File: config.mk
export PLATFORM = sky130hd
export DESIGN_NAME = clock_divider_multi
export DESIGN_NICKNAME = d
export VERILOG_FILES = /design/src/rtl/clock_divider_multi.sv
export SDC_FILE = /design/constraint.sdc
export NUM_CORES = 1
export LEC_CHECK = 0
export BUFFER_PORTS_ARGS = -buffer_cell sky130_fd_sc_hd__buf_2
export CORE_MARGIN = 8
export CORE_UTILIZATION = 35
export CTS_CLUSTER_DIAMETER = 80
export DETAILED_ROUTE_END_ITERATION = 8
export PLACE_DENSITY = 0.51
export SLEW_MARGIN = 20
export SYNTH_ARGS = -nofsm -noshare
export SYNTH_HDL_FRONTEND = slang
export SYNTH_SLANG_ARGS = --single-unit
File: constraint.sdc
create_clock -name clkin -period 6.4 [get_ports clkin]
set_input_delay 0.96 -clock clkin [delete_from_list [all_inputs] [get_ports clkin]]
set_output_delay 0.96 -clock clkin [all_outputs]
set_load 0.005 [all_outputs]
File: src/rtl/clock_divider_multi.sv
// clock_divider_multi
//   Multi-channel 50%-duty clock divider for the peripheral block. Each
//   channel toggles its divided clock every H clkin cycles, where H is the
//   half-period. A half-period of 0 behaves as 1. A new half-period written
//   at runtime is staged and takes effect only at a toggle boundary, so the
//   divided clock never produces a runt pulse.
//
// Ports
//   clkin      system clock, all state changes on its rising edge
//   reset      asynchronous active-low reset
//   ch_enable  per-channel run enable (level)
//   wr_en      one-cycle write strobe for a new half-period
//   wr_chan    channel targeted by the write (out-of-range index ignored)
//   wr_half    new half-period in clkin cycles
//   clkout     registered divided clock per channel
//   tick       one-cycle strobe in the first cycle clkout is high
//   pending    a staged half-period is waiting to be applied

module clock_divider_multi #(
    parameter int CHANNELS     = 2,
    parameter int WIDTH        = 16,
    parameter int CHAN_W       = 1,
    parameter int DEFAULT_HALF = 8
) (
    input  logic                clkin,
    input  logic                reset,
    input  logic [CHANNELS-1:0] ch_enable,
    input  logic                wr_en,
    input  logic [CHAN_W-1:0]   wr_chan,
    input  logic [WIDTH-1:0]    wr_half,
    output logic [CHANNELS-1:0] clkout,
    output logic [CHANNELS-1:0] tick,
    output logic [CHANNELS-1:0] pending
);

    localparam logic [WIDTH-1:0] HALF_RST = WIDTH'(DEFAULT_HALF);

    logic [WIDTH-1:0]    half_q  [CHANNELS];
    logic [WIDTH-1:0]    half_d  [CHANNELS];
    logic [WIDTH-1:0]    cnt_q   [CHANNELS];
    logic [WIDTH-1:0]    cnt_d   [CHANNELS];
    logic [WIDTH-1:0]    stage_q [CHANNELS];
    logic [WIDTH-1:0]    stage_d [CHANNELS];
    logic [CHANNELS-1:0] clkout_q, clkout_d;
    logic [CHANNELS-1:0] tick_q, tick_d;
    logic [CHANNELS-1:0] pending_q, pending_d;

    logic [WIDTH-1:0]    last_cnt [CHANNELS];
    logic [CHANNELS-1:0] boundary;
    logic [CHANNELS-1:0] wr_hit;

    always_comb begin
        for (int c = 0; c < CHANNELS; c++) begin
            // H = 0 runs as H = 1, so the terminal count is 0 in both cases.
            last_cnt[c] = (half_q[c] == '0) ? '0 : half_q[c] - WIDTH'(1);
            boundary[c] = ch_enable[c] && (cnt_q[c] == last_cnt[c]);
            // Indices at or above CHANNELS match no channel and are dropped.
            wr_hit[c]   = wr_en && (wr_chan == CHAN_W'(c));
        end
    end

    always_comb begin
        for (int c = 0; c < CHANNELS; c++) begin
            half_d[c]    = half_q[c];
            cnt_d[c]     = cnt_q[c];
            stage_d[c]   = stage_q[c];
            clkout_d[c]  = clkout_q[c];
            tick_d[c]    = 1'b0;
            pending_d[c] = pending_q[c];

            if (!ch_enable[c]) begin
                cnt_d[c]    = '0;
                clkout_d[c] = 1'b0;
                // Idle channel: flush any staged value straight into H.
                // A write arriving now is staged and flushed next edge.
                if (pending_q[c]) begin
                    half_d[c]    = stage_q[c];
                    pending_d[c] = 1'b0;
                end
                if (wr_hit[c]) begin
                    stage_d[c]   = wr_half;
                    pending_d[c] = 1'b1;
                end
            end else if (boundary[c]) begin
                cnt_d[c]     = '0;
                clkout_d[c]  = ~clkout_q[c];
                tick_d[c]    = ~clkout_q[c];
                pending_d[c] = 1'b0;
                // A write landing on the boundary itself skips staging.
                if (wr_hit[c]) begin
                    half_d[c] = wr_half;
                end else if (pending_q[c]) begin
                    half_d[c] = stage_q[c];
                end
            end else begin
                cnt_d[c] = cnt_q[c] + WIDTH'(1);
                if (wr_hit[c]) begin
                    stage_d[c]   = wr_half;
                    pending_d[c] = 1'b1;
                end
            end
        end
    end

    always_ff @(posedge clkin or negedge reset) begin
        if (!reset) begin
            for (int c = 0; c < CHANNELS; c++) begin
                half_q[c]  <= HALF_RST;
                cnt_q[c]   <= '0;
                stage_q[c] <= '0;
            end
            clkout_q  <= '0;
            tick_q    <= '0;
            pending_q <= '0;
        end else begin
            for (int c = 0; c < CHANNELS; c++) begin
                half_q[c]  <= half_d[c];
                cnt_q[c]   <= cnt_d[c];
                stage_q[c] <= stage_d[c];
            end
            clkout_q  <= clkout_d;
            tick_q    <= tick_d;
            pending_q <= pending_d;
        end
    end

    assign clkout  = clkout_q;
    assign tick    = tick_q;
    assign pending = pending_q;

endmodule

# ---- Yosys cells after proc, flatten, opt, wreduce, memory -nomap -nowiden
# Index checks and enable logic that the tools add are counted.
dict set report word_totals {
  regBits 102
  input_bits 22
}
dict set report classes {
  bitwise_logic 3
  n_eq_ne 8
  n_reduce_logical 6
  n_addsub 4
  mux 36
}
# operator count
set op_table {}
lappend op_table {{$mux W16} 20}
lappend op_table {{$add A16 B1 Y16 const B} 2}
lappend op_table {{$eq A16 B16 Y1} 2}
lappend op_table {{$logic_not A16 Y1} 2}
lappend op_table {{$sub A16 B1 Y16 const B} 2}
lappend op_table {{$mux W1} 16}
lappend op_table {{$ne A3 B1 Y1 const B} 2}
lappend op_table {{$logic_and A1 B1 Y1} 4}
lappend op_table {{$ne A2 B1 Y1 const B} 2}
lappend op_table {{$ne A2 B2 Y1 const B} 2}
lappend op_table {{$not A1 Y1} 3}

# ---- Longest topological paths before layout
# Gate-level depths: netlist (run 1).
dict set report logic_depth {
  depth_word 6
  depth_mapped 13
  ltp_nobuf 10
}

# ---- Least setup slack after synthesis (run 1)
# No wires, ideal clock.
dict set report synth_path {
  kind {reg2reg}
  from {register half_q[0] (netlist bit)}
  to {register stage_q[10] (netlist bit)}
  slack_ns 2.982
  n_path_buf 1
  setup_time_ns 0.127
  arrival_ns 3.290
  period_less_slack_ns 3.418
  path_stages_with_launch 12
  cell_sequence {dfrtp_1 inv_1 ha_1 nor3b_2 nand2_1 nor2_2 nor3_1 o311ai_0 nor4_2 a21oi_2 buf_6 mux2_1}
}
dict set report synth_between {
  elab_chain_len 5
  elab_cells_between_ends 6
}
# element line_no
set synth_rtl {}
lappend synth_rtl {{start: declaration} 38} ;# logic [WIDTH-1:0] half_q [CHANNELS];
lappend synth_rtl {{start signal: indexed assignment} 117} ;# half_q[c] <= half_d[c];
lappend synth_rtl {{$sub A16 B1 Y16 or $logic_not A16 Y1 (tied branches)} 55} ;# last_cnt[c] = (half_q[c] == '0) ? '0 : half_q[c] - WIDTH'(1);
lappend synth_rtl {{$mux W16 (*)} 55}
lappend synth_rtl {{$eq A16 B16 Y1 (*)} 56} ;# boundary[c] = ch_enable[c] && (cnt_q[c] == last_cnt[c]);
lappend synth_rtl {{$logic_and A1 B1 Y1 (*)} 56}
lappend synth_rtl {{$ne A2 B2 Y1 (no line) (*)} -}
lappend synth_rtl {{end signal: indexed assignment} 119} ;# stage_q[c] <= stage_d[c];
lappend synth_rtl {{end: declaration} 42} ;# logic [WIDTH-1:0] stage_q [CHANNELS];
# Mark *: on every way between the ends. The rest lies on a longest branch, timed or not.
# A chain may end at the register's enable or synchronous reset.

# ---- Worst setup path in the final report (run 1)
dict set report layout_path {
  from {register half_q[5] (netlist bit)}
  to {register stage_q[1] (netlist bit)}
}
# Same word-level chain as after synthesis.

==> results.ini, run 1 <==
[grt]
grt_pass1_wl_microns=24400
grt_pass1_vias=4599
gr-total-overflow=0
grt.total_usage_pct=13.7
grt_max_degree=68
antenna_found_initial=0

[logic_synthesis]
synth_cell_types=75
syn_inst=641
ys_warn_count=0
netlist_area_sq_um=6200
yosysSeqAreaShare_pct=41.2
synthesis.nets=667
avgSynthCellArea_sq_um=9.68
async_flop_share_pct=100
synth_flop_cell=dfrtp_1
ys_ff_latch=102
synth-edff-count=0

[critical_path]
crit_type=reg2reg
cp-start-kind=register
worst-path-max-fanout=16
endpoint_kind=register
crit_arrival_ps=4560
required_ps=6650

[routing]
drtIter0Drc=316
first_pass_iters=4
vias=4877
via_per_inst=5.60
wl_per_cell_microns=17.3
antenna_left=0
drc_errors=0
drt_wl_total_microns=15100

[floorplan]
start_util_pct=35.9
io-pin-count=28
die_h_microns=149
core_sq_um=17300
dieArea_sq_um=22200
num_rows=48
fp.dieW_microns=149

[power]
p_total_uw=1740
p_leak_uw=0.00260
ir_drop_mv=0.158
power.density_nw_per_um2=257

[sta]
fmax_ghz=0.232
worstMarginPinSlew_ps=1020
report.final.slew_viol_count=0
fin_crit_ps=4320
timing.slew.headroom_pct=31.5
clock_skew_ps=12.9
worst_slack_ps=2080
fin_crit_sh_pct=67.4
setup_violations=0
grt_setup_unrepaired=false
finalSetupTns_ps=0
finalHoldViolations=0

[cells_and_area]
nNetsFinal=667
stdcell_area_sq_um=6780
syn2layout_area_growth_pct=9.36
diodes=0
drive_gt1_share_pct=16.1
fin_util_pct=39.2
multi_input_area_sq_um=3410
seqCellArea_sq_um=2550
fillers=1749

[clocking]
htreeDepth=3
post-cts-setup-buffer-count=0
root_buffer=clkbuf_16
clkLatencyLatePin_ps=360
clkSinkCount=102
cts_buffer_depth=2
clk_pin_slew_ps=80
cts_tree=done
cts_made_buffers=9
cts_resized=0
ctsHoldBuffers=0

[placement]
dpl_worst_slack_ps=2150
hpwl_microns=11100
placed_area_sq_um=6470
io_buffers=27
place.gp.congestion=0.861

[min_path]
hp-class=reg2reg

[flow_run]
maxCapViolCount=0

[outcome]
outcome=complete, no violations

==> flip-flops by register name, indices dropped and copies added, names as in the netlist <==
name / cells
stage_q: 32
tick: 2
pending: 2
cnt_q: 32
clkout: 2
half_q: 32
==> power by group <==
part | internal, uW | switching, uW | total (uW) | leakage, uW
combinational | 171 | 174 | 345 | 0.00121
clock | 277 | 275 | 552 | 0.000144
sequential | 723 | 124 | 847 | 0.00125
total | 1170 | 572 | 1740 | 0.00260
==> critical path, stage by stage (launching register included) <==
cell and delay, ps:
dfrtp_1 460, nor2_1 820, nand2_1 310, nor2_2 300
nor3_1 80, o311ai_0 840, nor4_2 200, a21oi_2 780
mux2_2 420
==> synth_stat cells, types with 13 or more instances <==
cell	number	area (sq um)
o21ai_0	37	185
nor2_1	72	270
nand3b_1	33	248
a22oi_1	18	135
nor3_1	17	85.1
nand2_1	26	97.6
nand4_1	14	87.6
dfrtp_1	100	2500
xor2_1	24	210
inv_1	19	71.3
nand3_1	26	130
mux2_2	23	259
clkbuf_1	27	101
nor4_1	13	81.3
xnor2_1	27	236
==> cells by family (layout without fill, tap and decap cells) <==
group,Yosys count,after routing,synth area share (%)
AOI/OAI and AO/OA,132,132,16.6
xor gates and xnor gates,52,52,7.57
adders and majority gates,4,4,0.807
buffers and inverters,60,65,4.10
DFF,102,102,41.2
muxes,37,37,6.64
and+or+nand+nor,254,254,23.1
==> cells in the final DEF, fill, tap and decap left out, drive strengths merged, types with 5 or more instances in the layout <==
| cell type | Yosys | final |
|---|---|---|
| dfrtp | 100 | 100 |
| nor2 | 73 | 73 |
| o21ai | 38 | 38 |
| nand3b | 33 | 33 |
| mux2 | 33 | 33 |
| buf | 13 | 30 |
| xnor2 | 27 | 27 |
| nand2 | 26 | 26 |
| nand3 | 26 | 26 |
| xor2 | 24 | 24 |
| inv | 19 | 22 |
| nor4 | 19 | 19 |
| a22oi | 18 | 18 |
| nor3 | 18 | 18 |
| a2bb2oi | 16 | 16 |
| nand4 | 14 | 14 |
| a21oi | 11 | 11 |
| and3 | 9 | 9 |
| clkbuf | 28 | 9 |
| or4 | 6 | 6 |
| a31oi | 5 | 5 |
| o211ai | 5 | 5 |
| nand2b | 5 | 5 |
| nor2b | 5 | 5 |
| o22ai | 5 | 5 |
==> final timing paths <==
check,depth (start not counted),slack (ps),from,end
setup / recovery,8,2080,half_q[5]$_DFFE_PN0P_,stage_q[1]$_DFFE_PN0P_
hold / removal,1,470,clkout[1]$_DFFE_PN0P_,tick[1]$_DFF_PN0_
setup reg to reg,8,2080,half_q[5]$_DFFE_PN0P_,stage_q[1]$_DFFE_PN0P_
hold reg to reg,1,470,clkout[1]$_DFFE_PN0P_,tick[1]$_DFF_PN0_
max in group asynchronous,2,4630,reset,half_q[11]$_DFFE_PN0P_
min in group asynchronous,1,560,reset,cnt_q[30]$_DFF_PN0_
==> metrics by stage <==
step | hold slack (ps) | cells
after detailed placement | 458 | 855
after floorplan | 448 | 641
after global routing | 498 | 871
final | 468 | 871
after CTS | 472 | 871
after global placement | 452 | 855
==> area by class of cell <==
cell class	instances	area share [%]
Multi-Input combinational cell	479	50.3
Sequential cell	102	37.7
Tap cell	225	4.15
Clock buffer	9	3.32
Timing Repair Buffer	30	2.36
Clock inverter	7	1.11
Inverter	19	1.05
==> per-layer routing <==
metal	vias to the layer above	track usage, %	share of wire, %
met4	0	3.74	0.91
met1	2408	20.1	51
met3	7	2.55	4.4
met2	94	20.1	44
met5	-	0	0
li1	2368	-	-
Note: power is estimated with default switching activity, not from simulation.
==> run 2: changes to the inputs <==
==> constraint.sdc (replaced) <==
create_clock -name clkin -period 4.49 [get_ports clkin]
set_input_delay 0.6735 -clock clkin [delete_from_list [all_inputs] [get_ports clkin]]
set_output_delay 0.6735 -clock clkin [all_outputs]
set_load 0.005 [all_outputs]
==> results.ini, run 2 (synthesis gave the netlist of run 1 again) <==
[cells_and_area]
diodes=0  ; unchanged
stdcell_area_sq_um=6800  ; +0.22%
fin_util_pct=39.3  ; +0.087 points
final_common_cell=dfrtp_1
drive_gt1_share_pct=16.6  ; +0.49 points
stdcell_count=876  ; +0.57%
nNetsFinal=672  ; +0.75%
syn2layout_area_growth_pct=9.60
top_regs=cnt_q (32), half_q (32), stage_q (32)
mostFrequentLayoutCells=dfrtp_1, nor2_1, o21ai_0, nand3b_1, xnor2_1

[grt]
grt_pass1_vias=4825  ; +4.9%
gr-total-overflow=0  ; unchanged
grt_max_degree=68  ; unchanged
antenna_found_initial=0  ; unchanged
grt.total_usage_pct=14.4  ; +0.72 points
grt_pass1_wl_microns=25800  ; +5.8%

[floorplan]
core_sq_um=17300  ; unchanged
io-pin-count=28  ; unchanged
num_rows=48  ; unchanged
dieArea_sq_um=22200  ; unchanged
start_util_pct=35.9  ; unchanged
fp.dieW_microns=149  ; unchanged
die_h_microns=149  ; unchanged

[placement]
dp.cells=860  ; +0.58%
dpl_worst_slack_ps=341  ; -1810 ps
placed_area_sq_um=6510  ; +0.58%
io_buffers=27  ; unchanged
hpwl_microns=11200  ; +0.68%
place.gp.congestion=0.875  ; +1.6%

[clocking]
cts_made_buffers=9  ; unchanged
clkSinkCount=102  ; unchanged
cts_resized=0  ; unchanged
post-cts-setup-buffer-count=0  ; unchanged
cts_buffer_depth=2  ; unchanged
root_buffer=clkbuf_16
clkLatencyLatePin_ps=350  ; about the same
ctsHoldBuffers=0  ; unchanged
clk_pin_slew_ps=70  ; about the same
cts_tree=done
htreeDepth=3  ; unchanged

[routing]
antenna_left=0  ; unchanged
via_per_inst=5.59  ; -0.14%
drtIter0Drc=314  ; -0.63%
wl_met2_microns=6580  ; -0.71%
wl_met1_microns=8270  ; +8.4%
first_pass_iters=5  ; +1
drt_wl_total_microns=15500  ; +3.0%
vias=4898  ; +0.43%
wl_per_cell_microns=17.7  ; +2.4%
wl_met3_microns=439  ; -33%
top_layer=met4
drc_errors=0  ; unchanged

[critical_path]
worst-path-max-fanout=16  ; unchanged
crit_type=reg2reg
cp_top_family=simple AND/OR/NAND/NOR gates
regToRegSetupSlack_ps=410  ; -1670 ps
endpoint_kind=register
critical_path.max_stage_delay_ps=910  ; +70 ps
path_depth=8  ; unchanged
crit_top_cell=nand4_1
crit_path_end=half_q[27]$_DFFE_PN0P_
path_cells=nor3_1 > nand4_1 > xnor2_1 > or4b_2 > o211ai_1 > nand4_1 > or4_1 > a22oi_1
timing.rr.end=half_q[27]$_DFFE_PN0P_
worst-r2r-cell-count=8  ; unchanged
required_ps=4740  ; -1910 ps
cp-start-kind=register
critPathLaunch=half_q[21]$_DFFE_PN0P_
cpMaxStageDelayCell=or4_1
critPathBufInv=0  ; unchanged
reg2reg_from=half_q[21]$_DFFE_PN0P_
crit_arrival_ps=4330  ; -230 ps

[sta]
worst_slack_ps=410  ; -1670 ps
fin_crit_ps=4080  ; -235 ps
report.final.slew_viol_count=0  ; unchanged
grt_setup_unrepaired=false
setup_violations=0  ; unchanged
timing.slew.headroom_pct=34.3  ; +2.8 points
fmax_ghz=0.245  ; +5.8%
fin_crit_sh_pct=90.9  ; +23 points
finalSetupTns_ps=0  ; unchanged
finalHoldViolations=0  ; unchanged
clock_skew_ps=9.84  ; -3.07 ps
worstMarginPinSlew_ps=982  ; -42.1 ps

[power]
p_leak_uw=0.00262  ; +0.67%
power.density_nw_per_um2=362  ; +41%
ir_drop_mv=0.185  ; +17%

[min_path]
hp-class=in2async

[flow_run]
maxCapViolCount=0  ; unchanged

[outcome]
outcome=complete, no violations

==> run 2: power breakdown <==
part           switching, uW  internal (uW)  leakage (uW)  total [uW]
sequential               176           1030       0.00125        1210
combinational            248            249       0.00123         497
clock                    371            383      0.000138         754
total                    794           1660       0.00262        2460
==> run 2: metrics by stage <==
step | hold slack, ps | total power (uW)
after floorplan | 378 | 1570
after detailed placement | 461 | 1720
after CTS | 476 | 2490
after global routing | 492 | 2600
after global placement | 458 | 1710
final | 448 | 2460
==> run 2: final cells by class <==
class	instances	area, sq um
inverter	19	71.3
clock inverter	7	55.1
timing repair buffer	35	198
multi-input combinational	479	3410
clock buffer	9	225
sequential	102	2550
fill	1753	10500
tap	225	282
==> run 2: worst min path at each step <==
stage	from	endpoint	slack [ps]	depth (start not counted)
2_1_floorplan	reset	clkout[0]$_DFFE_PN0P_	380	0
3_3_place_gp	stage_q[6]$_DFFE_PN0P_	stage_q[6]$_DFFE_PN0P_	460	1
3_5_place_dp	clkout[1]$_DFFE_PN0P_	tick[1]$_DFF_PN0_	460	1
4_1_cts	clkout[1]$_DFFE_PN0P_	tick[1]$_DFF_PN0_	480	1
5_1_grt	stage_q[12]$_DFFE_PN0P_	stage_q[12]$_DFFE_PN0P_	490	1
6_report	reset	cnt_q[26]$_DFF_PN0_	450	1
==> run 2: per-layer routing <==
| layer | vias to the layer above | track usage (%) |
|---|---|---|
| met3 | 13 | 1.85 |
| met4 | 0 | 5.15 |
| met5 | - | 0 |
| met2 | 89 | 20.6 |
| met1 | 2430 | 21.7 |
| li1 | 2366 | - |
